<file path="config.mk">
export PLATFORM = sky130hd
export DESIGN_NAME = input_conditioner_flat
export DESIGN_NICKNAME = d
export VERILOG_FILES = /design/src/rtl/input_conditioner_if.sv /design/src/rtl/input_conditioner.sv /design/src/flat_wrapper.sv
export SDC_FILE = /design/constraint.sdc
export NUM_CORES = 1
export LEC_CHECK = 0
export BUFFER_PORTS_ARGS = -buffer_cell sky130_fd_sc_hd__clkbuf_2
export CAP_MARGIN = 10
export CELL_PAD_IN_SITES_DETAIL_PLACEMENT = 1
export CELL_PAD_IN_SITES_GLOBAL_PLACEMENT = 2
export CORE_MARGIN = 3
export CORE_UTILIZATION = 40
export DETAILED_ROUTE_END_ITERATION = 10
export GPL_TIMING_DRIVEN = 0
export PLACE_DENSITY_LB_ADDON = 0.2
export SYNTH_ARGS = -nofsm -noshare
export SYNTH_HDL_FRONTEND = slang
export SYNTH_SLANG_ARGS = --single-unit
</file>
<file path="constraint.sdc">
create_clock -name clk -period 2.5 [get_ports clk]
set_clock_uncertainty 0.1 [all_clocks]
set_input_delay 0 -clock clk [delete_from_list [all_inputs] [get_ports clk]]
set_output_delay 0 -clock clk [all_outputs]
set_load 0.05 [all_outputs]
</file>
<file path="src/rtl/input_conditioner_if.sv">
// Raw sensor/button inputs, controller acknowledge and conditioned outputs of the input conditioner.
// The slave side is the conditioner; the master side is whatever drives the raw pins and consumes the outputs.
interface input_conditioner_if;
  logic sensor_raw;
  logic walk_raw;
  logic walk_ack;
  logic sensor;
  logic walk;
  logic walk_press;
  logic tick;

  modport master (
    output sensor_raw,
    output walk_raw,
    output walk_ack,
    input  sensor,
    input  walk,
    input  walk_press,
    input  tick
  );

  modport slave (
    input  sensor_raw,
    input  walk_raw,
    input  walk_ack,
    output sensor,
    output walk,
    output walk_press,
    output tick
  );
endinterface

</file>
<file path="src/rtl/input_conditioner.sv">
// Synchronise and debounce sensor/button contacts, latch walk requests, and generate a free-running tick.
// Latency: DB_LEN+2 edges to sensor, one more to walk_press; no backpressure, walk holds until walk_ack.
module input_conditioner #(
  parameter int DB_LEN   = 8,
  parameter int TICK_DIV = 50
) (
  input  logic                  clk,
  input  logic                  reset,
  input_conditioner_if.slave    io
);

  localparam logic [7:0]  DB_LAST   = 8'(DB_LEN - 1);
  localparam logic [15:0] TICK_LAST = 16'(TICK_DIV - 1);

  // Channel 0 is the vehicle sensor, channel 1 the pedestrian button.
  logic [1:0] sync1_q, sync2_q;
  logic [1:0] stable_q, stable_d;
  logic [7:0] db_cnt_q [2];
  logic [7:0] db_cnt_d [2];
  logic [1:0] mismatch;

  logic        walk_dly_q;
  logic        walk_press_q, walk_press_d;
  logic        walk_q, walk_d;
  logic [15:0] tick_cnt_q, tick_cnt_d;

  assign mismatch = sync2_q ^ stable_q;

  always_comb begin
    for (int i = 0; i < 2; i++) begin
      stable_d[i] = stable_q[i];
      db_cnt_d[i] = '0;
      if (mismatch[i]) begin
        if (db_cnt_q[i] == DB_LAST) begin
          stable_d[i] = ~stable_q[i];
        end else begin
          db_cnt_d[i] = db_cnt_q[i] + 8'd1;
        end
      end
    end
  end

  // Rising edge of the debounced button, seen one edge after the stable flip.
  assign walk_press_d = stable_q[1] & ~walk_dly_q;

  // A fresh press outranks a simultaneous acknowledge so it is never lost.
  assign walk_d = walk_press_q | (walk_q & ~io.walk_ack);

  assign tick_cnt_d = (tick_cnt_q == TICK_LAST) ? 16'd0 : tick_cnt_q + 16'd1;

  always_ff @(posedge clk) begin
    if (!reset) begin
      sync1_q      <= '0;
      sync2_q      <= '0;
      stable_q     <= '0;
      db_cnt_q[0]  <= '0;
      db_cnt_q[1]  <= '0;
      walk_dly_q   <= 1'b0;
      walk_press_q <= 1'b0;
      walk_q       <= 1'b0;
      tick_cnt_q   <= '0;
    end else begin
      sync1_q      <= {io.walk_raw, io.sensor_raw};
      sync2_q      <= sync1_q;
      stable_q     <= stable_d;
      db_cnt_q[0]  <= db_cnt_d[0];
      db_cnt_q[1]  <= db_cnt_d[1];
      walk_dly_q   <= stable_q[1];
      walk_press_q <= walk_press_d;
      walk_q       <= walk_d;
      tick_cnt_q   <= tick_cnt_d;
    end
  end

  assign io.sensor     = stable_q[0];
  assign io.walk       = walk_q;
  assign io.walk_press = walk_press_q;
  assign io.tick       = (tick_cnt_q == TICK_LAST);

endmodule
</file>
<file path="src/flat_wrapper.sv">
// flat-port wrapper written by rule: the top's interface ports become plain ports
module input_conditioner_flat 
#(
  parameter int DB_LEN   = 8,
  parameter int TICK_DIV = 50
)
  (clk, reset, io_sensor_raw, io_walk_raw, io_walk_ack, io_sensor, io_walk, io_walk_press, io_tick);
  input_conditioner_if io_i ();
  input  logic clk;
  input  logic reset;
  input wire logic [$bits(io_i.sensor_raw)-1:0] io_sensor_raw;
  input wire logic [$bits(io_i.walk_raw)-1:0] io_walk_raw;
  input wire logic [$bits(io_i.walk_ack)-1:0] io_walk_ack;
  output wire logic [$bits(io_i.sensor)-1:0] io_sensor;
  output wire logic [$bits(io_i.walk)-1:0] io_walk;
  output wire logic [$bits(io_i.walk_press)-1:0] io_walk_press;
  output wire logic [$bits(io_i.tick)-1:0] io_tick;
  assign io_i.sensor_raw = io_sensor_raw;
  assign io_i.walk_raw = io_walk_raw;
  assign io_i.walk_ack = io_walk_ack;
  assign io_sensor = io_i.sensor;
  assign io_walk = io_i.walk;
  assign io_walk_press = io_i.walk_press;
  assign io_tick = io_i.tick;
  input_conditioner #(.DB_LEN(DB_LEN), .TICK_DIV(TICK_DIV)) u_core (.clk(clk), .reset(reset), .io(io_i));
endmodule
</file>
==> results of run 1 <==
## cells in the final DEF (no fill, tap or decap), types with 8 or more instances in the layout
cell type,n
dfxtp_1,41
nor2_1,40
xnor2_1,19
nand3_1,12
xor2_1,9
inv_1,8
clkbuf_2,8
## layout make-up
| cell class | instances | area (um^2) |
|---|---|---|
| Fill cell | 444 | 1910 |
| Sequential cell | 41 | 821 |
| Multi-Input combinational cell | 126 | 769 |
| Timing Repair Buffer | 14 | 100 |
| Clock buffer | 6 | 82.6 |
| Tap cell | 48 | 60.1 |
| Inverter | 8 | 30.0 |
| Clock inverter | 2 | 13.8 |
| Buffer | 2 | 10.0 |
## logic make-up (layout without fill, tap and decap cells)
logic type | after synthesis | after routing | share of synthesized area (%)
AO/OA/AOI/OAI | 2 | 2 | 0.844
XOR/XNOR | 28 | 28 | 15.0
adder cells (fa/ha/maj) | 4 | 4 | 3.07
buffers and inverters | 10 | 32 | 2.46
flip-flops | 41 | 41 | 50.3
multiplexers | 2 | 2 | 1.23
AND/OR/NAND/NOR | 90 | 90 | 27.0
## critical path, delay by kind of cell (launching register included)
| family | cells | cell delay, ns |
|---|---|---|
| adder cells (fa/ha/maj) | 1 | 0.18 |
| AND/OR/NAND/NOR | 2 | 0.60 |
| flip-flops | 1 | 0.40 |
| buffers and inverters | 1 | 0.27 |
## power by group
group          switching [mW]  internal, mW  leakage (nW)  total (mW)
logic                  0.0176        0.0181         0.323      0.0357
registers             0.00711         0.661         0.332       0.668
clock network           0.225         0.224        0.0512       0.449
total                   0.250         0.902         0.706        1.15
## state kept, by name, indices dropped and copies added (netlist names)
signal and count:
u_core.walk_dly_q 1, u_core.io.walk 1, u_core.stable_q 2, u_core.db_cnt_q 16, u_core.sync1_q 2, u_core.sync2_q 2, u_core.io.walk_press 1, u_core.tick_cnt_q 16
## layer usage
metal	wire length, um	vias up	GRT usage, %
met4	34	0	4.47
li1	-	626	-
met1	1540	569	19.5
met5	0	-	0
met3	126	5	4.93
met2	1630	17	25.2
## what timing repair did
item,4_1_cts,5_1_grt
endpoints found under the hold margin,8,0
hold buffers,6,0
buffers inserted,0,0
## stage by stage
| step | hold slack (ns) | cells |
|---|---|---|
| finish | 0.299 | 247 |
| global route | 0.321 | 247 |
| CTS | 0.301 | 247 |
| detailed placement | 0.113 | 233 |
| global placement | 0.111 | 233 |
| floorplan | 0.0217 | 177 |
## worst paths after layout
| path | slack [ns] | start | endpoint |
|---|---|---|---|
| max | 0.66 | u_core.tick_cnt_q[0]$_SDFF_PP0_ | io_tick |
| max reg2reg | 0.70 | u_core.tick_cnt_q[0]$_SDFF_PP0_ | u_core.tick_cnt_q[10]$_SDFF_PP0_ |
| min | 0.30 | u_core.walk_dly_q$_SDFF_PN0_ | u_core.io.walk_press$_SDFF_PN0_ |
| min reg2reg | 0.30 | u_core.walk_dly_q$_SDFF_PN0_ | u_core.io.walk_press$_SDFF_PN0_ |
==> flow_metrics.env, run 1 <==
export IMPL_drive_gt1_share_pct=11.1
export IMPL_crit_path_cell_trace="ha_1 > nor4bb_1 > and3_1 > clkbuf_2"
export IMPL_post_route_cell_area_um2=1890
export IMPL_maxSlewViolCount=0
export IMPL_grt_overflow=0
export IMPL_routedWlPerCell_um=13.5
export IMPL_setup_ws_ns=0.657
export IMPL_cp_arrival_ns=1.74
export IMPL_synth_fp_nets=186
export IMPL_nNetsFinal=207
export IMPL_power_density_nw_per_um2=611
export IMPL_ys_seq_elements=41
export IMPL_cts_buffers=5
export IMPL_slowest_delay_ns=0.40
export IMPL_cts_repair_resized=0
export IMPL_postRouteWirelength_um=3330
export IMPL_timing_setup_tns_ns=0
export IMPL_dp_final_hpwl_um=2390
export IMPL_grt_antenna_before_repair=0
export IMPL_power_mw=1.15
export IMPL_die_area_um2=4880
export IMPL_total_leakage_power_nw=0.706
export IMPL_insertion_delay_ns=0.29
export IMPL_num_antenna_cells=0
export IMPL_crit_path_max_fanout=5
export IMPL_grt_pass1_wl_um=6080
export IMPL_port_buffers=8
export IMPL_fin_crit_sh_pct=73.7
export IMPL_die_h_um=69.8
export IMPL_postSynth_asyncResetShare_pct=0
export IMPL_synthToLayoutAreaGrowth_pct=15.7
export IMPL_place_gp_congestion=0.766
export IMPL_drtAntennaViolNets=0
export IMPL_cts_root_buf="clkbuf_8"
export IMPL_fin_util_pct=49.7
export IMPL_cp_start_kind="register"
export IMPL_status="complete, no violations"
export IMPL_synth_area_per_cell_um2=9.21
export IMPL_path_clk_slew_ns=0.08
export IMPL_cts_sinks=41
export IMPL_num_rows=22
export IMPL_synthCells=177
export IMPL_yosysMostFrequentCell="dfxtp_1"
export IMPL_grt_usage_pct=15.4
export IMPL_crit_type="register to primary output"
export IMPL_grt_pass1_vias=1343
export IMPL_synth_area_leader_cell="dfxtp_1"
export IMPL_period_needed_ns=1.84
export IMPL_clock_path_buffers=2
export IMPL_finalSetupViolCount=0
export IMPL_reg2reg_depth=5
export IMPL_rsz0062_at_grt="false"
export IMPL_critPathCaptureType="primary output"
export IMPL_hold_viol_final=0
export IMPL_htree_levels=2
export IMPL_vias=1217
export IMPL_synth_edf_count=0
export IMPL_grt_max_degree=14
export IMPL_drc=0
export IMPL_critPathSlowestCell="dfxtp_1"
export IMPL_placed_cell_area_um2=1730
export IMPL_netlist_area_um2=1630
export IMPL_die_x_um=69.8
export IMPL_drtIter0Drc=26
export IMPL_place_ws_ns=0.733
export IMPL_synth_top_area_share_pct=50.3
export IMPL_hold_path_cell_count=1
export IMPL_core_area_um2=3800
export IMPL_worst_slew_pin_transition_ns=0.367
export IMPL_min_path_type="register to register"
export IMPL_synth_area_leaders="dfxtp_1, xnor2_1, nor2_1, xor2_1, nand3_1"
export IMPL_yosysSeqAreaShare_pct=50.3
export IMPL_ys_warn_count=0
export IMPL_synthFlopType="dfxtp_1"
export IMPL_ir_worst_vdd_mv=0.405
export IMPL_fmax_ghz=0.543
export IMPL_dr_pass1_iters=4
export IMPL_slew_headroom_pct=75.2
export IMPL_max_cap_violations=0
export IMPL_yosys_top_cells_count="dfxtp_1, nor2_1, xnor2_1, nand3_1, xor2_1"
export IMPL_worst_ep_required_time_ns=2.40
export IMPL_cts_tree="done"
export IMPL_viasPerCell=4.93
export IMPL_initial_utilization_pct=42.9
export IMPL_yosysUniqueCellTypes=23
export IMPL_ios=9
Note: power is estimated with default switching activity, not from simulation.
==> inputs of run 2 (changes only) <==
--- a/config.mk
+++ b/config.mk
@@ -5,12 +5,13 @@
 export SDC_FILE = /design/constraint.sdc
 export NUM_CORES = 1
 export LEC_CHECK = 0
+export ABC_AREA = 1
 export BUFFER_PORTS_ARGS = -buffer_cell sky130_fd_sc_hd__clkbuf_2
 export CAP_MARGIN = 10
 export CELL_PAD_IN_SITES_DETAIL_PLACEMENT = 1
 export CELL_PAD_IN_SITES_GLOBAL_PLACEMENT = 2
 export CORE_MARGIN = 3
-export CORE_UTILIZATION = 40
+export CORE_UTILIZATION = 31
 export DETAILED_ROUTE_END_ITERATION = 10
 export GPL_TIMING_DRIVEN = 0
 export PLACE_DENSITY_LB_ADDON = 0.2
==> constraint.sdc (replaced) <==
create_clock -name clk -period 1.6 [get_ports clk]
set_clock_uncertainty 0.1 [all_clocks]
set_input_delay 0 -clock clk [delete_from_list [all_inputs] [get_ports clk]]
set_output_delay 0 -clock clk [all_outputs]
set_load 0.05 [all_outputs]
==> flow_metrics.env, run 2 <==
export IMPL_initial_utilization_pct=32.9
export IMPL_crit_type="register to primary output"
export IMPL_critPathCaptureType="primary output"
export IMPL_cts_root_buf="clkbuf_8"
export IMPL_nNetsFinal=285
export IMPL_synth_area_leader_cell="dfxtp_1"
export IMPL_fin_util_pct=38.4
export IMPL_die_x_um=83.6
export IMPL_fmax_ghz=0.682
export IMPL_total_leakage_power_nw=0.877
export IMPL_dp_final_hpwl_um=2920
export IMPL_synth_area_leaders="dfxtp_1, nand2_1, nor2_1, inv_1, nand3_1"
export IMPL_hold_viol_final=0
export IMPL_path_clk_slew_ns=0.08
export IMPL_synthFlopType="dfxtp_1"
export IMPL_slew_headroom_pct=81.1
export IMPL_insertion_delay_ns=0.30
export IMPL_yosysUniqueCellTypes=26
export IMPL_drive_gt1_share_pct=14.1
export IMPL_worst_slew_pin_transition_ns=0.282
export IMPL_post_route_cell_area_um2=2180
export IMPL_cp_arrival_ns=1.37
export IMPL_ir_worst_vdd_mv=0.461
export IMPL_place_ws_ns=-0.00692
export IMPL_drtAntennaViolNets=0
export IMPL_grt_usage_pct=12.8
export IMPL_min_path_type="register to register"
export IMPL_synth_area_per_cell_um2=7.30
export IMPL_grt_overflow=0
export IMPL_grt_pass1_wl_um=7380
export IMPL_ys_seq_elements=41
export IMPL_drc=0
export IMPL_viasPerCell=4.51
export IMPL_num_antenna_cells=0
export IMPL_vias=1571
export IMPL_crit_path_cell_trace="inv_1 > ha_2 > nand3_1 > nor2_2 > nand2_2 > inv_2 > buf_8"
export IMPL_final_common_cell="nand2_1"
export IMPL_power_density_nw_per_um2=886
export IMPL_finalSetupViolCount=0
export IMPL_postRouteWirelength_um=4020
export IMPL_status="complete, no violations"
export IMPL_die_area_um2=6990
export IMPL_port_buffers=8
export IMPL_routedWlPerCell_um=11.5
export IMPL_core_area_um2=5680
export IMPL_ys_warn_count=0
export IMPL_fin_crit_sh_pct=91.6
export IMPL_synthToLayoutAreaGrowth_pct=16.8
export IMPL_power_mw=1.93
export IMPL_yosys_top_cells_count="nand2_1, nor2_1, dfxtp_1, inv_1, nand3_1"
export IMPL_worst_ep_required_time_ns=1.50
export IMPL_yosysSeqAreaShare_pct=43.9
export IMPL_setup_ws_ns=0.134
export IMPL_die_h_um=83.6
export IMPL_cp_start_kind="register"
export IMPL_postSynth_asyncResetShare_pct=0
export IMPL_cts_sinks=41
export IMPL_maxSlewViolCount=0
export IMPL_synth_edf_count=0
export IMPL_max_cap_violations=0
export IMPL_grt_max_degree=13
export IMPL_period_needed_ns=1.47
export IMPL_ios=9
export IMPL_synth_fp_nets=265
export IMPL_cts_buffers=5
export IMPL_synth_top_area_share_pct=43.9
export IMPL_synthCells=256
export IMPL_htree_levels=2
export IMPL_timing_setup_tns_ns=0
export IMPL_grt_antenna_before_repair=0
export IMPL_cts_tree="done"
export IMPL_critPathSlowestCell="dfxtp_2"
export IMPL_place_gp_congestion=0.693
export IMPL_biggestRegsByFlops="u_core.db_cnt_q (16), u_core.tick_cnt_q (16)"
export IMPL_placed_cell_area_um2=2000
export IMPL_layout_common_cells="nand2_1, nor2_1, dfxtp_1"
export IMPL_grt_pass1_vias=1626
export IMPL_dr_pass1_iters=4
export IMPL_crit_path_max_fanout=4
export IMPL_clock_path_buffers=2
export IMPL_num_rows=27
export IMPL_drtIter0Drc=24
export IMPL_netlist_area_um2=1870
export IMPL_slowest_delay_ns=0.34
-- run 2: repair_timing --
action / CTS / global route
hold endpoints to repair: 10 / 0
gates resized for setup: 4 / 8
endpoints found under the setup margin: 11 / 20
pin swaps: 0 / 1
setup buffers: 0 / 1
hold buffers: 4 / 0
-- run 2: cells by family (layout without fill, tap and decap cells) --
| kind of cell | count (synthesis) | after routing | share of synthesized area, % |
|---|---|---|---|
| AO/OA/AOI/OAI | 14 | 14 | 5.16 |
| buffers and inverters | 35 | 55 | 7.50 |
| XOR/XNOR | 12 | 12 | 5.63 |
| flip-flops | 41 | 41 | 43.9 |
| AND/OR/NAND/NOR | 150 | 150 | 35.1 |
| adder cells (fa/ha/maj) | 4 | 4 | 2.68 |
-- run 2: cell type report --
cell class / count / area, um^2
well taps: 72 / 90.1
fillers: 734 / 3490
clock buffers: 5 / 68.8
flip-flops and latches: 41 / 826
repair buffers: 13 / 97.6
plain buffers: 2 / 16.3
clock inverters: 2 / 35.0
inverters: 33 / 124
multi-input cells: 180 / 925
-- run 2: worst max-delay path, delay by kind of cell (launching register included) --
family,cells,cell delay (ns)
adders and majority gates,1,0.17
buffers and inverters,3,0.26
DFF,1,0.34
and+or+nand+nor,3,0.29
-- run 2: stage by stage --
step / hold slack [ns] / std cells
finish: 0.295 / 348
global route: 0.310 / 348
CTS: 0.298 / 347
detailed placement: 0.0889 / 336
global placement: 0.0826 / 336
floorplan: -0.00237 / 256
-- run 2: where the power goes --
group | switching, mW | leakage (nW) | total [mW] | internal, mW
sequential | 0.0102 | 0.333 | 1.04 | 1.03
combinational | 0.0379 | 0.491 | 0.0692 | 0.0313
clock | 0.367 | 0.0540 | 0.821 | 0.454
-- run 2: final timing paths --
check | startpoint | end | slack (ns) | depth (start not counted)
setup / recovery | u_core.tick_cnt_q[1]$_SDFF_PP0_ | io_tick | 0.13 | 7
hold / removal | u_core.walk_dly_q$_SDFF_PN0_ | u_core.io.walk_press$_SDFF_PN0_ | 0.29 | 1
setup reg to reg | u_core.db_cnt_q[0][8]$_SDFF_PP0_ | u_core.db_cnt_q[0][15]$_SDFF_PP0_ | 0.14 | 5
hold reg to reg | u_core.walk_dly_q$_SDFF_PN0_ | u_core.io.walk_press$_SDFF_PN0_ | 0.29 | 1
-- run 2: layer usage --
metal	track usage (%)	up-vias	part of all wire, %
li1	-	832	-
met1	16.6	718	51
met2	20.7	15	45
met3	3.26	6	2.5
met4	3.95	0	1.4
met5	0	-	0
==> inputs of run 3 (changes only) <==
==> constraint.sdc (replaced) <==
create_clock -name clk -period 1.2 [get_ports clk]
set_clock_uncertainty 0.1 [all_clocks]
set_input_delay 0 -clock clk [delete_from_list [all_inputs] [get_ports clk]]
set_output_delay 0 -clock clk [all_outputs]
set_load 0.05 [all_outputs]
==> flow_metrics.env, run 3 (synthesis gave the netlist of run 2 again) <==
export IMPL_grt_max_degree=13
export IMPL_maxSlewViolCount=0
export IMPL_reg2reg_from="u_core.tick_cnt_q[0]$_SDFF_PP0_"
export IMPL_regArea_um2=860
export IMPL_dp_final_hpwl_um=2970
export IMPL_crit_path_cell_trace="buf_12 > ha_4 > nand2_4 > nor2_4 > nand2_2 > or2_1 > a21oi_2"
export IMPL_cts_buffers=5
export IMPL_setup_ws_ns=-0.231
export IMPL_clock_path_buffers=2
export IMPL_rrSetupSlack_ns=-0.23
export IMPL_dr_pass1_iters=4
export IMPL_insertion_delay_ns=0.29
export IMPL_drc=0
export IMPL_cp_endpoint="u_core.tick_cnt_q[8]$_SDFF_PP0_"
export IMPL_slowest_delay_ns=0.39
export IMPL_period_needed_ns=1.43
export IMPL_die_h_um=83.6
export IMPL_grt_antenna_before_repair=0
export IMPL_synthToLayoutAreaGrowth_pct=47.4
export IMPL_fin_crit_sh_pct=119
export IMPL_power_mw=2.51
export IMPL_die_area_um2=6990
export IMPL_layout_common_cells="nand2_1, nor2_1, inv_1"
export IMPL_max_cap_violations=0
export IMPL_die_x_um=83.6
export IMPL_crit_type="register to register"
export IMPL_min_path_type="register to register"
export IMPL_crit_path_max_fanout=4
export IMPL_cts_sinks=41
export IMPL_worst_ep_required_time_ns=1.32
export IMPL_postRouteWirelength_um=4540
export IMPL_ios=9
export IMPL_violations="negative setup slack"
export IMPL_power_density_nw_per_um2=913
export IMPL_critPathSlowestCell="dfxtp_4"
export IMPL_multiInputGateArea_um2=1240
export IMPL_hold_path_cell_count=1
export IMPL_num_fill_cells=681
export IMPL_cp_arrival_ns=1.55
export IMPL_cpLargestDelayFamily="simple AND/OR/NAND/NOR gates"
export IMPL_cp_depth=7
export IMPL_grt_pass1_vias=1770
export IMPL_grt_pass1_wl_um=7990
export IMPL_place_gp_congestion=0.750
export IMPL_cts_tree="done"
export IMPL_ir_worst_vdd_mv=0.606
export IMPL_finalSetupViolCount=24
export IMPL_worst_slew_pin_transition_ns=0.278
export IMPL_num_rows=27
export IMPL_grt_usage_pct=14.0
export IMPL_nNetsFinal=309
export IMPL_htree_levels=2
export IMPL_total_leakage_power_nw=1.10
export IMPL_reg2reg_depth=7
export IMPL_slew_headroom_pct=81.5
export IMPL_drive_gt1_share_pct=44.0
export IMPL_port_buffers=8
export IMPL_fin_util_pct=48.5
export IMPL_grt_overflow=0
export IMPL_fmax_ghz=0.699
export IMPL_startpoint="u_core.tick_cnt_q[0]$_SDFF_PP0_"
export IMPL_rsz0062_at_grt="true"
export IMPL_path_buf_inv=1
export IMPL_initial_utilization_pct=32.9
export IMPL_final_common_cell="nand2_1"
export IMPL_cts_root_buf="clkbuf_8"
export IMPL_biggestRegsByFlops="u_core.db_cnt_q (16), u_core.tick_cnt_q (16)"
export IMPL_routedWlPerCell_um=12.2
export IMPL_cp_start_kind="register"
export IMPL_path_clk_slew_ns=0.08
export IMPL_viasPerCell=4.54
export IMPL_critPathCaptureType="register"
export IMPL_drtIter0Drc=30
export IMPL_vias=1688
export IMPL_timing_rr_end="u_core.tick_cnt_q[8]$_SDFF_PP0_"
export IMPL_status="complete, but fails checks"
export IMPL_hold_viol_final=0
export IMPL_hold_start="u_core.walk_dly_q$_SDFF_PN0_"
export IMPL_drtAntennaViolNets=0
export IMPL_num_antenna_cells=0
export IMPL_core_area_um2=5680
-- run 3: changes by cell type in the layout (fill, tap and decap cells not counted), sizes merged --
| cell | before | now |
|---|---|---|
| buf | 4 | 27 |
| bufinv | 1 | 0 |
| clkbuf | 12 | 14 |
| clkinv | 1 | 0 |
| clkinvlp | 0 | 1 |
-- run 3: worst min path at each step --
stage                     slack (ns)                         endpoint
after floorplan               -0.002     u_core.sync1_q[0]$_SDFF_PN0_
after global placement          0.11     u_core.sync1_q[0]$_SDFF_PN0_
after detailed placement        0.10     u_core.sync1_q[0]$_SDFF_PN0_
after CTS                       0.30  u_core.io.walk_press$_SDFF_PN0_
after global routing            0.33  u_core.io.walk_press$_SDFF_PN0_
final                           0.30  u_core.io.walk_press$_SDFF_PN0_
-- run 3: per-layer routing --
layer  GRT usage [%]  share of wire [%]
met1            15.8                 44
met4            5.26                2.0
met3            2.76                2.1
met2            25.6                 52
met5               0                  0
-- run 3: power breakdown --
group	internal, mW	leakage, nW	switching (mW)
clock	0.455	0.0433	0.479
combinational	0.103	0.717	0.0939
sequential	1.37	0.343	0.0141
-- run 3: repair_timing --
action,in CTS,in global routing
pin swaps,16,24
buffers inserted,18,9
hold buffers,4,0
endpoints found under the setup margin,34,34
cloned,1,0
hold endpoints to repair,4,0
resized for setup,53,53
-- run 3: final cells by class --
type	count	area share, %
well taps	72	3.27
clock inverters	1	0.273
flip-flops and latches	41	31.2
inverters	33	4.59
clock buffers	6	3.00
plain buffers	1	0.182
repair buffers	38	12.4
multi-input cells	180	45.0
-- run 3: metrics by stage --
stage	setup slack (ns)	instance area, um^2	hold WS [ns]	std cells	TNS, ns
2_1_floorplan	-0.0437	1930	-0.00237	256	-0.444
3_3_place_gp	-0.255	2060	0.107	336	-5.34
3_5_place_dp	-0.261	2060	0.103	336	-5.75
4_1_cts	-0.253	2560	0.296	366	-3.70
5_1_grt	-0.288	2750	0.330	372	-4.89
6_report	-0.231	2750	0.295	372	-2.83
